[src/rtl/res_arb_pkg.sv]
// res_arb_pkg: sizes, FSM encoding and small helpers
// shared by the result-RAM arbiter files.
package res_arb_pkg;

  localparam int NUM_REQ = 3;
  localparam int ADDR_W  = 14;
  localparam int DATA_W  = 8;

  typedef enum logic [1:0] {
    IDLE    = 2'd0,
    ISSUE   = 2'd1,
    RD_WAIT = 2'd2
  } state_t;

  typedef logic [1:0] tag_t;

  function automatic logic [NUM_REQ-1:0] lowest(
    input logic [NUM_REQ-1:0] v
  );
    return v & (~v + NUM_REQ'(1));
  endfunction

  function automatic logic [NUM_REQ-1:0] onehot(
    input tag_t t
  );
    return NUM_REQ'(1) << t;
  endfunction

endpackage

[src/rtl/res_arb_if.sv]
// res_arb_if: requester handshakes, shared response
// and result-RAM port of the arbiter.
interface res_arb_if;
  import res_arb_pkg::*;

  logic [NUM_REQ-1:0]             req_valid;
  logic [NUM_REQ-1:0]             req_we;
  logic [NUM_REQ-1:0][ADDR_W-1:0] req_addr;
  logic [NUM_REQ-1:0][DATA_W-1:0] req_wdata;
  logic [NUM_REQ-1:0]             req_ready;
  logic [NUM_REQ-1:0]             rsp_valid;
  logic [DATA_W-1:0]              rsp_data;
  logic                           res_rd;
  logic                           res_wr;
  logic [ADDR_W-1:0]              res_addr;
  logic [DATA_W-1:0]              res_do;
  logic [DATA_W-1:0]              res_di;
  logic                           busy;

  modport slave (
    input  req_valid, req_we,
    input  req_addr, req_wdata,
    input  res_di,
    output req_ready, rsp_valid,
    output rsp_data, busy,
    output res_rd, res_wr,
    output res_addr, res_do
  );

  modport master (
    output req_valid, req_we,
    output req_addr, req_wdata,
    output res_di,
    input  req_ready, rsp_valid,
    input  rsp_data, busy,
    input  res_rd, res_wr,
    input  res_addr, res_do
  );

endinterface

[src/rtl/res_arb_pick.sv]
// res_arb_pick: one-hot grant from the request bits.
// RES_ARB_RR_EN selects round-robin, else fixed 0>1>2.
module res_arb_pick
  import res_arb_pkg::*;
(
  input  logic [NUM_REQ-1:0] i_valid,
  input  tag_t               i_ptr,
  output logic [NUM_REQ-1:0] o_grant
);

`ifdef RES_ARB_RR_EN
  logic [NUM_REQ-1:0] w_rot;
  logic [NUM_REQ-1:0] w_sel;

  // rotate so the pointer slot is bit 0
  always_comb begin
    w_rot = i_valid;
    unique case (i_ptr)
      2'd1:    w_rot = {i_valid[0], i_valid[2:1]};
      2'd2:    w_rot = {i_valid[1:0], i_valid[2]};
      default: w_rot = i_valid;
    endcase
  end

  assign w_sel = lowest(w_rot);

  always_comb begin
    o_grant = w_sel;
    unique case (i_ptr)
      2'd1:    o_grant = {w_sel[1:0], w_sel[2]};
      2'd2:    o_grant = {w_sel[0], w_sel[2:1]};
      default: o_grant = w_sel;
    endcase
  end
`else
  logic w_unused_ptr;

  assign w_unused_ptr = ^i_ptr;
  assign o_grant      = lowest(i_valid);
`endif

endmodule

[src/rtl/res_arb.sv]
// res_arb: three requesters share one result-RAM port.
// RES_ARB_RR_EN enables round-robin arbitration.
module res_arb
  import res_arb_pkg::*;
(
  input  logic     clk,
  input  logic     rst_n,
  res_arb_if.slave bus
);

  state_t             r_state;
  state_t             w_state_nx;
  logic               r_init;
  logic               r_rd;
  logic               r_wr;
  logic               r_pend;
  logic [ADDR_W-1:0]  r_addr;
  logic [DATA_W-1:0]  r_do;
  logic [DATA_W-1:0]  r_rsp_data;
  logic [NUM_REQ-1:0] r_rsp_valid;
  tag_t               r_tag;

  tag_t               w_ptr;
  tag_t               w_idx;
  logic               w_allow;
  logic               w_acc;
  logic               w_we;
  logic [NUM_REQ-1:0] w_grant;
  logic [ADDR_W-1:0]  w_addr;
  logic [DATA_W-1:0]  w_wdata;

  // slot after a read is lost: one read in flight
  assign w_allow = r_init & ~r_rd;

  res_arb_pick u_pick (
    .i_valid (bus.req_valid & {NUM_REQ{w_allow}}),
    .i_ptr   (w_ptr),
    .o_grant (w_grant)
  );

  assign w_acc = |w_grant;

  always_comb begin
    w_idx   = '0;
    w_we    = 1'b0;
    w_addr  = '0;
    w_wdata = '0;
    unique case (1'b1)
      w_grant[0]: begin
        w_idx   = 2'd0;
        w_we    = bus.req_we[0];
        w_addr  = bus.req_addr[0];
        w_wdata = bus.req_wdata[0];
      end
      w_grant[1]: begin
        w_idx   = 2'd1;
        w_we    = bus.req_we[1];
        w_addr  = bus.req_addr[1];
        w_wdata = bus.req_wdata[1];
      end
      w_grant[2]: begin
        w_idx   = 2'd2;
        w_we    = bus.req_we[2];
        w_addr  = bus.req_addr[2];
        w_wdata = bus.req_wdata[2];
      end
      default: ;
    endcase
  end

  always_comb begin
    w_state_nx = IDLE;
    unique case (r_state)
      IDLE: begin
        if (w_acc) w_state_nx = ISSUE;
      end
      ISSUE, RD_WAIT: begin
        if (w_acc) w_state_nx = w_we ? ISSUE : RD_WAIT;
      end
      default: w_state_nx = IDLE;
    endcase
  end

  always_ff @(posedge clk or negedge rst_n) begin
    if (!rst_n) begin
      r_state     <= IDLE;
      r_init      <= 1'b0;
      r_rd        <= 1'b0;
      r_wr        <= 1'b0;
      r_pend      <= 1'b0;
      r_addr      <= '0;
      r_do        <= '0;
      r_tag       <= '0;
      r_rsp_valid <= '0;
      r_rsp_data  <= '0;
    end else begin
      r_state <= w_state_nx;
      r_init  <= 1'b1;
      r_rd    <= w_acc & ~w_we;
      r_wr    <= w_acc & w_we;
      r_pend  <= r_rd;
      if (w_acc) r_addr <= w_addr;
      if (w_acc && w_we) r_do <= w_wdata;
      if (w_acc && !w_we) r_tag <= w_idx;
      r_rsp_valid <= r_pend ? onehot(r_tag) : '0;
      if (r_pend) r_rsp_data <= bus.res_di;
    end
  end

`ifdef RES_ARB_RR_EN
  tag_t r_ptr;

  always_ff @(posedge clk or negedge rst_n) begin
    if (!rst_n) begin
      r_ptr <= '0;
    end else if (w_acc) begin
      r_ptr <= (w_idx == 2'd2) ? 2'd0 : w_idx + 2'd1;
    end
  end

  assign w_ptr = r_ptr;
`else
  assign w_ptr = '0;
`endif

  assign bus.req_ready = w_grant;
  assign bus.rsp_valid = r_rsp_valid;
  assign bus.rsp_data  = r_rsp_data;
  assign bus.res_rd    = r_rd;
  assign bus.res_wr    = r_wr;
  assign bus.res_addr  = r_addr;
  assign bus.res_do    = r_do;
  assign bus.busy      = r_rd | r_wr | r_pend;

endmodule

[src/flat_wrapper.sv]
// flat-port wrapper written by rule: the top's interface ports become plain ports
module res_arb_flat import res_arb_pkg::*;
  (clk, rst_n, bus_req_valid, bus_req_we, bus_req_addr, bus_req_wdata, bus_res_di, bus_req_ready, bus_rsp_valid, bus_rsp_data, bus_busy, bus_res_rd, bus_res_wr, bus_res_addr, bus_res_do);
  res_arb_if bus_i ();
  input  logic clk;
  input  logic rst_n;
  input wire logic [$bits(bus_i.req_valid)-1:0] bus_req_valid;
  input wire logic [$bits(bus_i.req_we)-1:0] bus_req_we;
  input wire logic [$bits(bus_i.req_addr)-1:0] bus_req_addr;
  input wire logic [$bits(bus_i.req_wdata)-1:0] bus_req_wdata;
  input wire logic [$bits(bus_i.res_di)-1:0] bus_res_di;
  output wire logic [$bits(bus_i.req_ready)-1:0] bus_req_ready;
  output wire logic [$bits(bus_i.rsp_valid)-1:0] bus_rsp_valid;
  output wire logic [$bits(bus_i.rsp_data)-1:0] bus_rsp_data;
  output wire logic [$bits(bus_i.busy)-1:0] bus_busy;
  output wire logic [$bits(bus_i.res_rd)-1:0] bus_res_rd;
  output wire logic [$bits(bus_i.res_wr)-1:0] bus_res_wr;
  output wire logic [$bits(bus_i.res_addr)-1:0] bus_res_addr;
  output wire logic [$bits(bus_i.res_do)-1:0] bus_res_do;
  assign bus_i.req_valid = bus_req_valid;
  assign bus_i.req_we = bus_req_we;
  assign bus_i.req_addr = bus_req_addr;
  assign bus_i.req_wdata = bus_req_wdata;
  assign bus_i.res_di = bus_res_di;
  assign bus_req_ready = bus_i.req_ready;
  assign bus_rsp_valid = bus_i.rsp_valid;
  assign bus_rsp_data = bus_i.rsp_data;
  assign bus_busy = bus_i.busy;
  assign bus_res_rd = bus_i.res_rd;
  assign bus_res_wr = bus_i.res_wr;
  assign bus_res_addr = bus_i.res_addr;
  assign bus_res_do = bus_i.res_do;
  res_arb u_core (.clk(clk), .rst_n(rst_n), .bus(bus_i));
endmodule
[config.mk]
export PLATFORM = sky130hd
export DESIGN_NAME = res_arb_flat
export DESIGN_NICKNAME = d
export VERILOG_FILES = /design/src/rtl/res_arb_pkg.sv /design/src/rtl/res_arb_if.sv /design/src/rtl/res_arb_pick.sv /design/src/rtl/res_arb.sv /design/src/flat_wrapper.sv
export SDC_FILE = /design/constraint.sdc
export NUM_CORES = 1
export LEC_CHECK = 0
export CORE_UTILIZATION = 50
export DETAILED_ROUTE_END_ITERATION = 8
export DONT_BUFFER_PORTS = 1
export PLACE_DENSITY = 0.75
export SLEW_MARGIN = 20
export SYNTH_ARGS = -nofsm -noshare
export SYNTH_HDL_FRONTEND = slang
export SYNTH_SLANG_ARGS = --single-unit
export TNS_END_PERCENT = 100
[constraint.sdc]
create_clock -name clk -period 2.2 [get_ports clk]
set_input_delay 0.22 -clock clk [delete_from_list [all_inputs] [get_ports clk]]
set_output_delay 0.22 -clock clk [all_outputs]
set_load 0.1 [all_outputs]
# Yosys cells after proc, flatten, opt, wreduce, memory -nomap -nowiden
# Cells that the tools add are included.
[word_totals] ff_bits=39 ram_bits=0 mem_count=0 in_bits=82 wordCells=30 latch_bits=0 mem_bits_ro=0
[op_classes] mul=0 bitwise_logic=10 n_div=0 shift=1 n_lt_le_gt_ge=0 add_sub_neg=1 n_mux=5 n_eq_ne=0 n_reduce_logical=4
[ops] operator="14-bit case mux with 3 select lines" count=1
[ops] operator="8-bit case mux with 3 select lines" count=1
[ops] operator="3-bit bitwise AND" count=2
[ops] operator="2-bit case mux with 2 select lines" count=1
[ops] operator="3-bit by 1-bit adder with 3-bit output, second input constant" count=1
[ops] operator="1-bit bitwise AND" count=3
[ops] operator="3-bit 2-to-1 mux" count=1
[ops] operator="3-bit NOT" count=1
[ops] operator="1-bit case mux with 3 select lines" count=1
[ops] operator="3-bit OR reduction" count=1
[ops] operator="1-bit by 2-bit left shift with 3-bit output, first input constant" count=1
[ops] operator="1-bit logical AND" count=2
[ops] operator="1-bit NOT" count=2
[ops] operator="1-bit bitwise OR" count=2
[ops] operator="1-bit zero test" count=1

# Logic depth before layout (Yosys ltp)
[depth] depth_word=9 ltp_mapped=7 ltp_nobuf=4

# By module
# Synthesis repeated with hierarchy kept, for this count alone.
[hier_totals] hier_cells=146 area_unflattened_um2=1773.0
[modules_own_cells] module="res_arb" area_per_inst_um2=1746.7 instances=1 seq_area_each_um2=975.9 cells_per_inst=143
[modules_own_cells] module="res_arb_pick" area_per_inst_um2=26.3 instances=1 seq_area_each_um2=0.0 cells_per_inst=3

# Worst setup path before layout
# Ideal clock, no wire load.
[synth_timing] kind="register to register" from="register u_core.r_rd, in the netlist u_core.bus.res_rd" to="register u_core.r_tag[0]" arrival_ps=3812 n_path_buf=0 setup_slack_ps=-1691 setup_time_ps=79 stages_incl_launch_ff=4 path_cell_list="dfrtp_1 > nand2b_1 > nor3b_1 > mux2_4"
[synth_between] elab_chain_len=9
[synth_rtl] item="from (decl)" line="res_arb.sv:14" rtl="logic r_rd;"
[synth_rtl] item="from (signal assigned)" line="res_arb.sv:99" rtl="r_rd <= w_acc & ~w_we;"
[synth_rtl] item="1-bit NOT (*)" line="res_arb.sv:33" rtl="assign w_allow = r_init & ~r_rd;"
[synth_rtl] item="1-bit bitwise AND (*)" line="res_arb.sv:33"
[synth_rtl] item="3-bit bitwise AND (*)" line="res_arb.sv:36" rtl=".i_valid (bus.req_valid & {NUM_REQ{w_allow}}),"
[synth_rtl] item="3-bit NOT" line="res_arb_pkg.sv:20" rtl="return v & (~v + NUM_REQ'(1));"
[synth_rtl] item="3-bit by 1-bit adder with 3-bit output" line="res_arb_pkg.sv:20"
[synth_rtl] item="3-bit bitwise AND (*)" line="res_arb_pkg.sv:20"
[synth_rtl] item="via bus_req_ready[1]" line="flat_wrapper.sv:12" rtl="output wire logic [$bits(bus_i.req_ready)-1:0] bus_req_ready;"
[synth_rtl] item="1-bit case mux with 3 select lines" line="res_arb.sv:48" rtl="unique case (1'b1)"
[synth_rtl] item="1-bit zero test" line="res_arb.sv:104" rtl="if (w_acc && !w_we) r_tag <= w_idx;"
[synth_rtl] item="1-bit logical AND" line="res_arb.sv:104"
[synth_rtl] item="to (signal assigned)" line="res_arb.sv:104"
[synth_rtl] item="to (decl)" line="res_arb.sv:21" rtl="tag_t r_tag;"
# The timed path passes the listed nets; every way through them passes the cells marked *.
# A chain may end at the register's enable or synchronous reset.

# Worst setup path after layout
[layout_timing] from="register u_core.r_rd, in the netlist u_core.bus.res_rd" to="output port bus_req_ready[1]"
[layout_between] elab_chain_len=6
[layout_rtl] item="1-bit NOT (*)" line="res_arb.sv:33"
[layout_rtl] item="1-bit bitwise AND (*)" line="res_arb.sv:33"
[layout_rtl] item="3-bit bitwise AND (*)" line="res_arb.sv:36"
[layout_rtl] item="3-bit NOT" line="res_arb_pkg.sv:20"
[layout_rtl] item="3-bit by 1-bit adder with 3-bit output" line="res_arb_pkg.sv:20"
[layout_rtl] item="3-bit bitwise AND (*)" line="res_arb_pkg.sv:20"
[layout_rtl] item="to (decl)" line="flat_wrapper.sv:12"
# Mark *: on every way between the ends. The rest lies on a longest branch, timed or not.

==> flow_metrics.env <==
export IMPL_ioPinCount=121
export IMPL_startpoint_type="flop"
export IMPL_fp_row_count=22
export IMPL_hold_path_class="input port to flop"
export IMPL_crit_start="u_core.bus.res_rd"
export IMPL_drtPass1Iterations=4
export IMPL_synthAdderAreaFrac=0
export IMPL_grt_start_max_net_pins=51
export IMPL_syn_instance_count=205
export IMPL_worstPathRequired_ns=1.98
export IMPL_drt_iter0_drc=78
export IMPL_synth_cell_types=32
export IMPL_clock_sinks=39
export IMPL_post_dp_hpwl_um=3000
export IMPL_antenna_found_initial=0
export IMPL_ctsResizeCount=0
export IMPL_postCtsSetupBuffers=0
export IMPL_grtUsageTotal=0.205
export IMPL_placed_area_um2=2030
export IMPL_path_clk_slew_ns=0.08
export IMPL_wl_um=4150
export IMPL_setup_tns_ns=0
export IMPL_crit_end="bus_req_ready[1]"
export IMPL_setup_viol=0
export IMPL_timing_rr_end="u_core.r_tag[0]"
export IMPL_power_leakage_uw=0.000978
export IMPL_tightest_slew_ns=1.01
export IMPL_setup_ws_ns=0.350
export IMPL_fin_crit_sh=0.841
export IMPL_r2r_cells=4
export IMPL_diodes=0
export IMPL_yosys_area_share_simple=0.166
export IMPL_syn_area_um2=1920
export IMPL_peakVddDrop_mv=0.559
export IMPL_wl_per_cell_um=15.8
export IMPL_design_area_um2=2170
export IMPL_timing_rr_start="u_core.bus.res_rd"
export IMPL_synth_top_family_by_area="compound AO/OA/AOI/OAI gates"
export IMPL_max_slew_margin_rel=0.319
export IMPL_endpoint_kind="primary output"
export IMPL_globalRouteOverflowTotal=0
export IMPL_critPathMaxFanout=10
export IMPL_fin_hold_ws_ns=0.0782
export IMPL_holdPathStages=1
export IMPL_final_nets=295
export IMPL_layout_min_cycle_time_ns=1.85
export IMPL_cts_root_buf="clkbuf_8"
export IMPL_die_w_um=64.0
export IMPL_num_vias=1534
export IMPL_clk_path_buf_depth=2
export IMPL_htreeDepth=2
export IMPL_antenna_left=0
export IMPL_pre_cts_ws_ns=0.346
export IMPL_outcome="completed"
export IMPL_port_buffers=0
export IMPL_ys_warn_count=0
export IMPL_layout_common_cells="39 x nand2_1, 38 x dfrtp_1, 30 x o21ai_0, 15 x nor2_1, 15 x a21oi_1"
export IMPL_final_hold_violation_count=0
export IMPL_cts_tree="yes"
export IMPL_criticalPathCategory="flop to primary output"
export IMPL_rsz0062_at_grt="no"
export IMPL_multi_input_area_um2=867
export IMPL_ys_seq_elements=39
export IMPL_die_h_um=64.0
export IMPL_clock_fmax_mhz=540
export IMPL_core_area_um2=3690
export IMPL_synth_seq_area_share=0.507
export IMPL_synth_compound_area_frac=0.222
export IMPL_fillCellCount=343
export IMPL_grt_pass1_vias=1374
export IMPL_via_per_inst=5.85
export IMPL_syn2layout_area_growth_pct=12.9
export IMPL_clk_insertion_delay_late_ns=0.28
export IMPL_power_density_nw_per_um2=1280
export IMPL_syn_num_nets=287
export IMPL_slew_violations=0
export IMPL_synth_xor_area_share=0
export IMPL_clock_skew_ns=0.00387
export IMPL_route_detailed_drc=0
export IMPL_seqCellArea_um2=977
export IMPL_cts_hold_buf=2
export IMPL_final_common_cell="nand2_1"
export IMPL_drive_above_1_share=0.192
export IMPL_gp_congestion=0.680
export IMPL_regToRegSetupSlack_ns=0.47
export IMPL_arrival_ns=1.63
export IMPL_maxCapViolCount=0
export IMPL_die_area_um2=4100
export IMPL_start_util=0.522
export IMPL_numCtsBuffers=5
export IMPL_finalPower_uw=2780
export IMPL_grt_first_pass_wirelength_um=6370
export IMPL_synth_avg_cell_area_um2=9.39
export IMPL_muxShareOfSynthArea=0.0546
[synth_stat cells (all sizes together)]
cell / count / area share
a22oi: 14 / 0.055
a31oi: 1 / 0.0033
o31ai: 1 / 0.0065
nor2: 16 / 0.033
mux2: 9 / 0.055
a21oi: 15 / 0.039
a2bb2oi: 8 / 0.036
and2: 1 / 0.0033
nand2: 40 / 0.079
o21ai: 30 / 0.078
nand3: 1 / 0.0026
and3b: 2 / 0.0091
nand2b: 1 / 0.0033
and3: 1 / 0.0033
buf: 11 / 0.037
nand3b: 2 / 0.0098
clkbuf: 4 / 0.0078
or3: 1 / 0.0033
dfrtp: 39 / 0.51
a21o: 1 / 0.0039
nand4: 1 / 0.0065
nor3b: 2 / 0.0078
conb: 1 / 0.0019
inv: 2 / 0.0039
and2b: 1 / 0.0052
[metrics by stage]
stage / cells / util
global placement: 252 / 0.550
finish: 262 / 0.589
detailed placement: 252 / 0.550
global route: 262 / 0.589
floorplan: 205 / -
CTS: 262 / 0.589
[kinds of logic after synthesis]
kind of cell	count (synthesis)
other cells	1
mux	9
simple gates	69
flops	39
buf+inv	17
compound gates	70
[area by class of cell]
cell class / count / area share
well taps: 48 / 0.0276
repair buffers: 16 / 0.0680
multi-input cells: 149 / 0.399
inverters: 2 / 0.00346
clock buffers: 5 / 0.0317
clock inverters: 3 / 0.0202
flip-flops and latches: 39 / 0.450
[flip-flops by register name, indices dropped and copies added (netlist names)]
register / cells
u_core.bus.res_rd: 1
u_core.bus.rsp_valid: 3
u_core.bus.rsp_data: 8
u_core.r_pend: 1
u_core.r_tag: 2
u_core.r_init: 1
u_core.bus.res_wr: 1
u_core.bus.res_addr: 14
u_core.bus.res_do: 8
[worst min path at each step]
| stage | start | endpoint | slack [ns] |
|---|---|---|---|
| 5_1_grt | bus_res_di[1] | u_core.bus.rsp_data[1] | 0.06 |
| 6_report | bus_res_di[1] | u_core.bus.rsp_data[1] | 0.08 |
| 3_3_place_gp | rst_n | u_core.bus.res_addr[2] | -0.07 |
| 2_1_floorplan | rst_n | u_core.bus.res_addr[0] | -0.08 |
| 4_1_cts | bus_res_di[1] | u_core.bus.rsp_data[1] | 0.07 |
| 3_5_place_dp | rst_n | u_core.bus.res_addr[1] | -0.08 |
[critical path, stage by stage (launching register included)]
cell and delay, ns:
dfrtp_2 0.40, nand2b_1 0.25, buf_4 0.23, nor3b_4 0.24
buf_12 0.21
[power by group]
group / internal [uW] / switching [uW] / total, uW
logic: 189 / 485 / 674
registers: 829 / 693 / 1520
clock network: 337 / 247 / 584
[per-layer routing]
metal,up-vias,share of wire,global-route usage
met5,-,0,0
met4,0,0.012,0.0767
met3,6,0.10,0.0786
met2,79,0.49,0.339
met1,718,0.39,0.239
li1,731,-,-
No activity file was read; power rests on OpenSTA's default activity.
